File: config.mk
export PLATFORM = sky130hd
export DESIGN_NAME = mc_ctrl
export DESIGN_NICKNAME = d
export VERILOG_FILES = /design/src/rtl/rv32_pkg.sv /design/src/rtl/mc_opdecode.sv /design/src/rtl/mc_ctrl.sv
export SDC_FILE = /design/constraint.sdc
export NUM_CORES = 1
export LEC_CHECK = 0
export ABC_AREA = 1
export CAP_MARGIN = 10
export CORE_UTILIZATION = 35
export CTS_CLUSTER_SIZE = 16
export DETAILED_ROUTE_END_ITERATION = 8
export PLACE_DENSITY_LB_ADDON = 0.15
export SETUP_SLACK_MARGIN = 0.2
export SLEW_MARGIN = 15
export SYNTH_ARGS = -nofsm -noshare
export SYNTH_HDL_FRONTEND = slang
export SYNTH_HIERARCHICAL = 1
export SYNTH_SLANG_ARGS = --single-unit
File: constraint.sdc
create_clock -name clk -period 4.5 [get_ports clk]
set_clock_uncertainty 0.15 [all_clocks]
set_input_delay 1.125 -clock clk [delete_from_list [all_inputs] [get_ports clk]]
set_output_delay 1.125 -clock clk [all_outputs]
set_load 0.1 [all_outputs]
File: src/rtl/rv32_pkg.sv
// Shared RV32I definitions: opcodes, control FSM states, select and trap encodings.
package rv32_pkg;

  localparam int unsigned OPC_W = 7;

  localparam logic [OPC_W-1:0] OPC_LUI    = 7'b0110111;
  localparam logic [OPC_W-1:0] OPC_AUIPC  = 7'b0010111;
  localparam logic [OPC_W-1:0] OPC_JAL    = 7'b1101111;
  localparam logic [OPC_W-1:0] OPC_JALR   = 7'b1100111;
  localparam logic [OPC_W-1:0] OPC_BRANCH = 7'b1100011;
  localparam logic [OPC_W-1:0] OPC_LOAD   = 7'b0000011;
  localparam logic [OPC_W-1:0] OPC_STORE  = 7'b0100011;
  localparam logic [OPC_W-1:0] OPC_OPIMM  = 7'b0010011;
  localparam logic [OPC_W-1:0] OPC_OP     = 7'b0110011;
  localparam logic [OPC_W-1:0] OPC_FENCE  = 7'b0001111;
  localparam logic [OPC_W-1:0] OPC_SYSTEM = 7'b1110011;

  typedef enum logic [2:0] {
    ST_FETCH  = 3'd0,
    ST_DECODE = 3'd1,
    ST_EXEC   = 3'd2,
    ST_MEM    = 3'd3,
    ST_WB     = 3'd4,
    ST_TRAP   = 3'd7
  } state_t;

  typedef enum logic [1:0] {
    PC_PLUS4     = 2'b00,
    PC_ALU       = 2'b01,
    PC_ALU_ALIGN = 2'b10
  } pc_sel_t;

  typedef enum logic [1:0] {
    WB_ALU  = 2'b00,
    WB_LOAD = 2'b01,
    WB_PC4  = 2'b10,
    WB_IMM  = 2'b11
  } wb_sel_t;

  typedef enum logic [1:0] {
    CAUSE_NONE    = 2'b00,
    CAUSE_ILLEGAL = 2'b01,
    CAUSE_TIMEOUT = 2'b10
  } trap_cause_t;

  // One-hot opcode class; exactly one bit set for a legal opcode.
  typedef struct packed {
    logic system;
    logic fence;
    logic op;
    logic op_imm;
    logic store;
    logic load;
    logic branch;
    logic jalr;
    logic jal;
    logic auipc;
    logic lui;
  } op_class_t;

endpackage

File: src/rtl/mc_opdecode.sv
// Combinational opcode classifier: one-hot class plus illegal flag.
module mc_opdecode
  import rv32_pkg::*;
(
  input  logic [OPC_W-1:0] opcode,
  output op_class_t        cls,
  output logic             illegal
);

  // Match each legal opcode; anything unmatched is illegal.
  always_comb begin
    cls        = '0;
    cls.lui    = (opcode == OPC_LUI);
    cls.auipc  = (opcode == OPC_AUIPC);
    cls.jal    = (opcode == OPC_JAL);
    cls.jalr   = (opcode == OPC_JALR);
    cls.branch = (opcode == OPC_BRANCH);
    cls.load   = (opcode == OPC_LOAD);
    cls.store  = (opcode == OPC_STORE);
    cls.op_imm = (opcode == OPC_OPIMM);
    cls.op     = (opcode == OPC_OP);
    cls.fence  = (opcode == OPC_FENCE);
    cls.system = (opcode == OPC_SYSTEM);
    illegal    = ~|cls;
  end

endmodule

File: src/rtl/mc_ctrl.sv
// Multi-cycle RV32I main control: sequences fetch/decode/exec/mem/wb over one memory port.
module mc_ctrl
  import rv32_pkg::*;
#(
  parameter int unsigned TIMEOUT_CYCLES = 255
) (
  input  logic        clk,
  input  logic        rst,
  input  logic [31:0] instr,
  input  logic        br_taken,
  input  logic        mem_ready,
  output logic        mem_req,
  output logic        mem_we,
  output logic        mem_sel,
  output logic        ir_we,
  output logic        pc_we,
  output logic [1:0]  pc_sel,
  output logic        rf_we,
  output logic [1:0]  wb_sel,
  output logic        alu_a_sel,
  output logic        alu_b_sel,
  output logic        retire,
  output logic [31:0] instret,
  output logic        trap,
  output logic [1:0]  trap_cause,
  output logic [2:0]  state_o
);

  localparam int unsigned WAIT_W = (TIMEOUT_CYCLES < 2) ? 1 : $clog2(TIMEOUT_CYCLES + 1);
  localparam logic [WAIT_W-1:0] WAIT_LAST = WAIT_W'(TIMEOUT_CYCLES - 1);

  state_t            state;
  state_t            next_state;
  logic [WAIT_W-1:0] wait_cnt;
  op_class_t         cls;
  logic              illegal;
  logic              wait_expired;
  logic              exec_a;
  logic              exec_b;
  trap_cause_t       cause_next;
  pc_sel_t           pc_sel_v;
  wb_sel_t           wb_sel_v;
  logic              unused_instr_hi;

  assign unused_instr_hi = ^instr[31:7];

  mc_opdecode u_opdecode (
    .opcode  (instr[6:0]),
    .cls     (cls),
    .illegal (illegal)
  );

  // ALU operand selects chosen in EXEC and held through MEM/WB.
  assign exec_a = cls.branch | cls.jal | cls.auipc;
  assign exec_b = cls.branch | cls.jal | cls.jalr | cls.load | cls.store
                | cls.op_imm | cls.auipc;

  // Last permitted wait cycle of a memory request with no response.
  assign wait_expired = (TIMEOUT_CYCLES != 0) && !mem_ready && (wait_cnt == WAIT_LAST);

  // Next-state and decoded control outputs; everything is forced low during reset.
  always_comb begin
    next_state = state;
    cause_next = CAUSE_NONE;
    mem_req    = 1'b0;
    mem_we     = 1'b0;
    mem_sel    = 1'b0;
    ir_we      = 1'b0;
    pc_we      = 1'b0;
    pc_sel_v   = PC_PLUS4;
    rf_we      = 1'b0;
    wb_sel_v   = WB_ALU;
    alu_a_sel  = 1'b0;
    alu_b_sel  = 1'b0;
    retire     = 1'b0;

    case (state)
      ST_FETCH: begin
        mem_req = 1'b1;
        if (mem_ready) begin
          ir_we      = 1'b1;
          next_state = ST_DECODE;
        end else if (wait_expired) begin
          next_state = ST_TRAP;
          cause_next = CAUSE_TIMEOUT;
        end
      end

      ST_DECODE: begin
        if (illegal) begin
          next_state = ST_TRAP;
          cause_next = CAUSE_ILLEGAL;
        end else begin
          next_state = ST_EXEC;
        end
      end

      ST_EXEC: begin
        alu_a_sel = exec_a;
        alu_b_sel = exec_b;
        if (cls.branch) begin
          pc_we      = 1'b1;
          pc_sel_v   = br_taken ? PC_ALU : PC_PLUS4;
          retire     = 1'b1;
          next_state = ST_FETCH;
        end else if (cls.jal || cls.jalr) begin
          pc_we      = 1'b1;
          pc_sel_v   = cls.jal ? PC_ALU : PC_ALU_ALIGN;
          rf_we      = 1'b1;
          wb_sel_v   = WB_PC4;
          retire     = 1'b1;
          next_state = ST_FETCH;
        end else if (cls.fence || cls.system) begin
          pc_we      = 1'b1;
          retire     = 1'b1;
          next_state = ST_FETCH;
        end else if (cls.load || cls.store) begin
          next_state = ST_MEM;
        end else if (cls.op || cls.op_imm || cls.lui || cls.auipc) begin
          next_state = ST_WB;
        end else begin
          next_state = ST_TRAP;
          cause_next = CAUSE_ILLEGAL;
        end
      end

      ST_MEM: begin
        mem_req   = 1'b1;
        mem_sel   = 1'b1;
        mem_we    = cls.store;
        alu_a_sel = exec_a;
        alu_b_sel = exec_b;
        if (mem_ready) begin
          if (cls.store) begin
            pc_we      = 1'b1;
            retire     = 1'b1;
            next_state = ST_FETCH;
          end else begin
            next_state = ST_WB;
          end
        end else if (wait_expired) begin
          next_state = ST_TRAP;
          cause_next = CAUSE_TIMEOUT;
        end
      end

      ST_WB: begin
        alu_a_sel  = exec_a;
        alu_b_sel  = exec_b;
        rf_we      = 1'b1;
        pc_we      = 1'b1;
        retire     = 1'b1;
        wb_sel_v   = cls.load ? WB_LOAD : (cls.lui ? WB_IMM : WB_ALU);
        next_state = ST_FETCH;
      end

      ST_TRAP: begin
        next_state = ST_TRAP;
      end

      default: begin
        next_state = ST_TRAP;
        cause_next = CAUSE_ILLEGAL;
      end
    endcase

    if (rst) begin
      mem_req   = 1'b0;
      mem_we    = 1'b0;
      mem_sel   = 1'b0;
      ir_we     = 1'b0;
      pc_we     = 1'b0;
      pc_sel_v  = PC_PLUS4;
      rf_we     = 1'b0;
      wb_sel_v  = WB_ALU;
      alu_a_sel = 1'b0;
      alu_b_sel = 1'b0;
      retire    = 1'b0;
    end
  end

  assign pc_sel  = pc_sel_v;
  assign wb_sel  = wb_sel_v;
  assign state_o = state;

  // State register.
  always_ff @(posedge clk or posedge rst) begin
    if (rst) state <= ST_FETCH;
    else     state <= next_state;
  end

  // Memory wait counter: cleared on entering a request state, counts unanswered cycles.
  always_ff @(posedge clk or posedge rst) begin
    if (rst) begin
      wait_cnt <= '0;
    end else if ((next_state != state) && ((next_state == ST_FETCH) || (next_state == ST_MEM))) begin
      wait_cnt <= '0;
    end else if (mem_req && !mem_ready && (wait_cnt != '1)) begin
      wait_cnt <= wait_cnt + WAIT_W'(1);
    end
  end

  // Retired-instruction counter, wrapping naturally at 32 bits.
  always_ff @(posedge clk or posedge rst) begin
    if (rst)         instret <= '0;
    else if (retire) instret <= instret + 32'd1;
  end

  // Sticky trap flag and cause, captured on entry to TRAP.
  always_ff @(posedge clk or posedge rst) begin
    if (rst) begin
      trap       <= 1'b0;
      trap_cause <= CAUSE_NONE;
    end else if ((next_state == ST_TRAP) && (state != ST_TRAP)) begin
      trap       <= 1'b1;
      trap_cause <= cause_next;
    end
  end

endmodule

==> reports/results.ini <==
[sta]
timing_max_transition_violations_final = 0
grt_setup_unrepaired = no
tightest_slew_ns = 1.02
finalHoldViolations = 0
fin_ws_ns = 0.326
setup_viol = 0
fin_crit_ns = 4.17
fin_tns_setup_ns = 0
post-route-period-util_pct = 92.8
fmax_mhz = 240
slew_headroom_pct = 31.7

[cells_and_area]
layout_common_cells = 122 x nand2_1, 61 x nor2_1, 49 x inv_1, 46 x dfrtp_1, 45 x clkdlybuf4s50_1
syn2layout_area_growth_pct = 34.0
fin_nets = 566
final_common_cell = nand2_1
layout.cells.non_filler = 636
antenna_cells = 0
drive_above_1_share_pct = 16.3
fillCellCount = 901

[yosys]
postSynthAreaPerCell_um2 = 6.92
synth_top_area_share_pct = 36.7
yosysTopAreaCell = dfrtp_1
ys_seq_area_share_pct = 36.7
synth_area_leaders = dfrtp_1 37%, nand2_1 15%, nor2_1 8.2%, inv_1 5.9%, xor2_1 5.6%
synth_cell_types = 29
synth_seq_cells = 46
syn_area_mm2 = 0.00314
synthCells = 454
ys_warn_count = 6
syn-num-nets = 493

[setup_path]
worstSetupEndpointType = output pin
crit_arrival_ns = 2.90
slowest_stage = clkdlybuf4s50_1
critPathKind = in2out
worstPathMaxFanout = 8
cp-start-kind = primary input
cp.required_ns = 3.22
max_stage_delay_ns = 0.58
worst_path_most_repeated_cell = nand2_2
path_cells = clkdlybuf4s50_1, inv_2, nand2_4, nor2_1, nand2_2, inv_1, or2_2, nor2_4, o21ai_2, nand2_2, clkinv_4, buf_12

[status]
status = finished clean

[clocking]
cts_inserted_buffers = 5
ctsHoldBuffers = 0
clk-insertion-delay-late_ns = 0.31
clkTransAtPathRegs_ns = 0.09
cts_tree = done
root_buffer = clkbuf_8
htree_levels = 2
cts_buffer_depth = 2
clock_sinks = 46

[place]
dpl.cell_count = 626
gp_congestion = 0.841
numPortBuffers = 61
place_ws_ns = 0.128
hpwlAfterDp_um = 6200

[pwr]
leakagePower_uw = 0.00195
power-per-cell-area_mw_per_mm2 = 177
vdd_ir_drop_max_mv = 0.105

[routing]
dr.first_iter.drc_count = 146
routed_wl_um = 7920
drcViolationCount = 0
routedWlPerCell_um = 12.4
vias_per_cell = 4.81
first_pass_iters = 4
num_vias = 3060
ant_nets = 0

[floorplanning]
die_w_um = 96.7
start_util_pct = 36.0
dieArea_mm2 = 0.00936
io_pins = 87
die_y_um = 96.7
coreArea_mm2 = 0.00872
fp-row-count = 34

[global_route]
antenna_found_initial = 0
gr-total-overflow = 0
grt_max_degree = 32
grt_pass1_vias = 2847
grt_pass1_wl_um = 13400
gr-usage-all-layers_pct = 17.3

[min_path]
hold_path.class = reg2reg

[run]
cap_viol_max_count = 0

## worst max-delay path: cells and delay by family
family | cells | cell delay [ns]
AND/OR/NAND/NOR | 6 | 0.72
buffers and inverters | 5 | 0.98
AO/OA/AOI/OAI | 1 | 0.06
## power by group
part / internal [uW] / switching (uW) / total [uW]
clock network: 110 / 154 / 264
logic: 18.0 / 43.3 / 61.3
registers: 415 / 3.02 / 418
## final timing paths
| check | startpoint | end | slack (ns) | cells past startpoint |
|---|---|---|---|---|
| max | instr[5] | pc_we | 0.33 | 12 |
| min | trap | trap | 0.32 | 2 |
| max reg2reg | state_o[2] | instret[22] | 2.43 | 9 |
| min in group asynchronous | rst | instret[24] | 1.30 | 3 |
| max in group asynchronous | rst | instret[17] | 2.54 | 3 |
| min reg2reg | trap | trap | 0.32 | 2 |
## synthesized netlist by cell type
master      n
o21ai_0     3
a21oi_1    13
o21ai_2     1
a41oi_1     1
clkinv_1    2
nand3_2     5
nor2_4      2
nand4_2     1
dfrtp_1    46
nand3_1    24
or2_2       1
xor2_1     20
inv_1      49
nor4_1      2
nand2_4     1
xnor2_1    13
buf_4       1
nor3_2      3
inv_2      11
ha_1        3
nor3_1     19
nor2_1     69
nor2_2      6
nand3b_1    1
nand2_2    10
nand4_1    12
o21ai_1    10
buf_2       3
nand2_1   122
## timing repair
item / CTS / global route
resized for setup: 3 / 16
setup buffers: 0 / 2
pin swaps: 0 / 2
endpoints found under the setup margin: 4 / 5
## cell families after synthesis
group | Yosys count | share of synthesized area (%)
DFF | 46 | 36.7
xor gates and xnor gates | 33 | 9.20
AOI/OAI and AO/OA | 28 | 4.70
adders and majority gates | 3 | 1.20
and+or+nand+nor | 278 | 40.1
buffers and inverters | 66 | 8.13
## per-stage QoR
step	cell area, um^2	utilization, %	hold slack, ns	power [uW]
floorplan	3170	-	0.383	462
global placement	4040	46.3	0.301	485
detailed placement	4040	46.3	0.304	486
CTS	4140	47.4	0.327	751
global route	4210	48.3	0.369	775
finish	4210	48.3	0.318	743
## sequential cells by signal, indices dropped and copies added (netlist names)
name,count
trap_cause,2
trap,1
state_o,3
instret,32
wait_cnt,8
## layer usage
layer  share of wire, %  up-vias  global-route usage (%)
met1                 49     1409                    25.2
met4               0.91        0                    4.71
met2                 45       70                    26.7
met3                5.1        6                    2.67
li1                   -     1575                       -
met5                  0        -                       0
## layout make-up
type,instances,area (um^2),area share [%]
sequential,46,1150,27.3
clock inverter,3,18.8,0.446
clock buffer,5,68.8,1.63
tap,108,135,3.21
multi-input combinational,342,1820,43.2
inverter,62,239,5.68
timing repair buffer,70,778,18.5
Note: power is estimated with default switching activity, not from simulation.
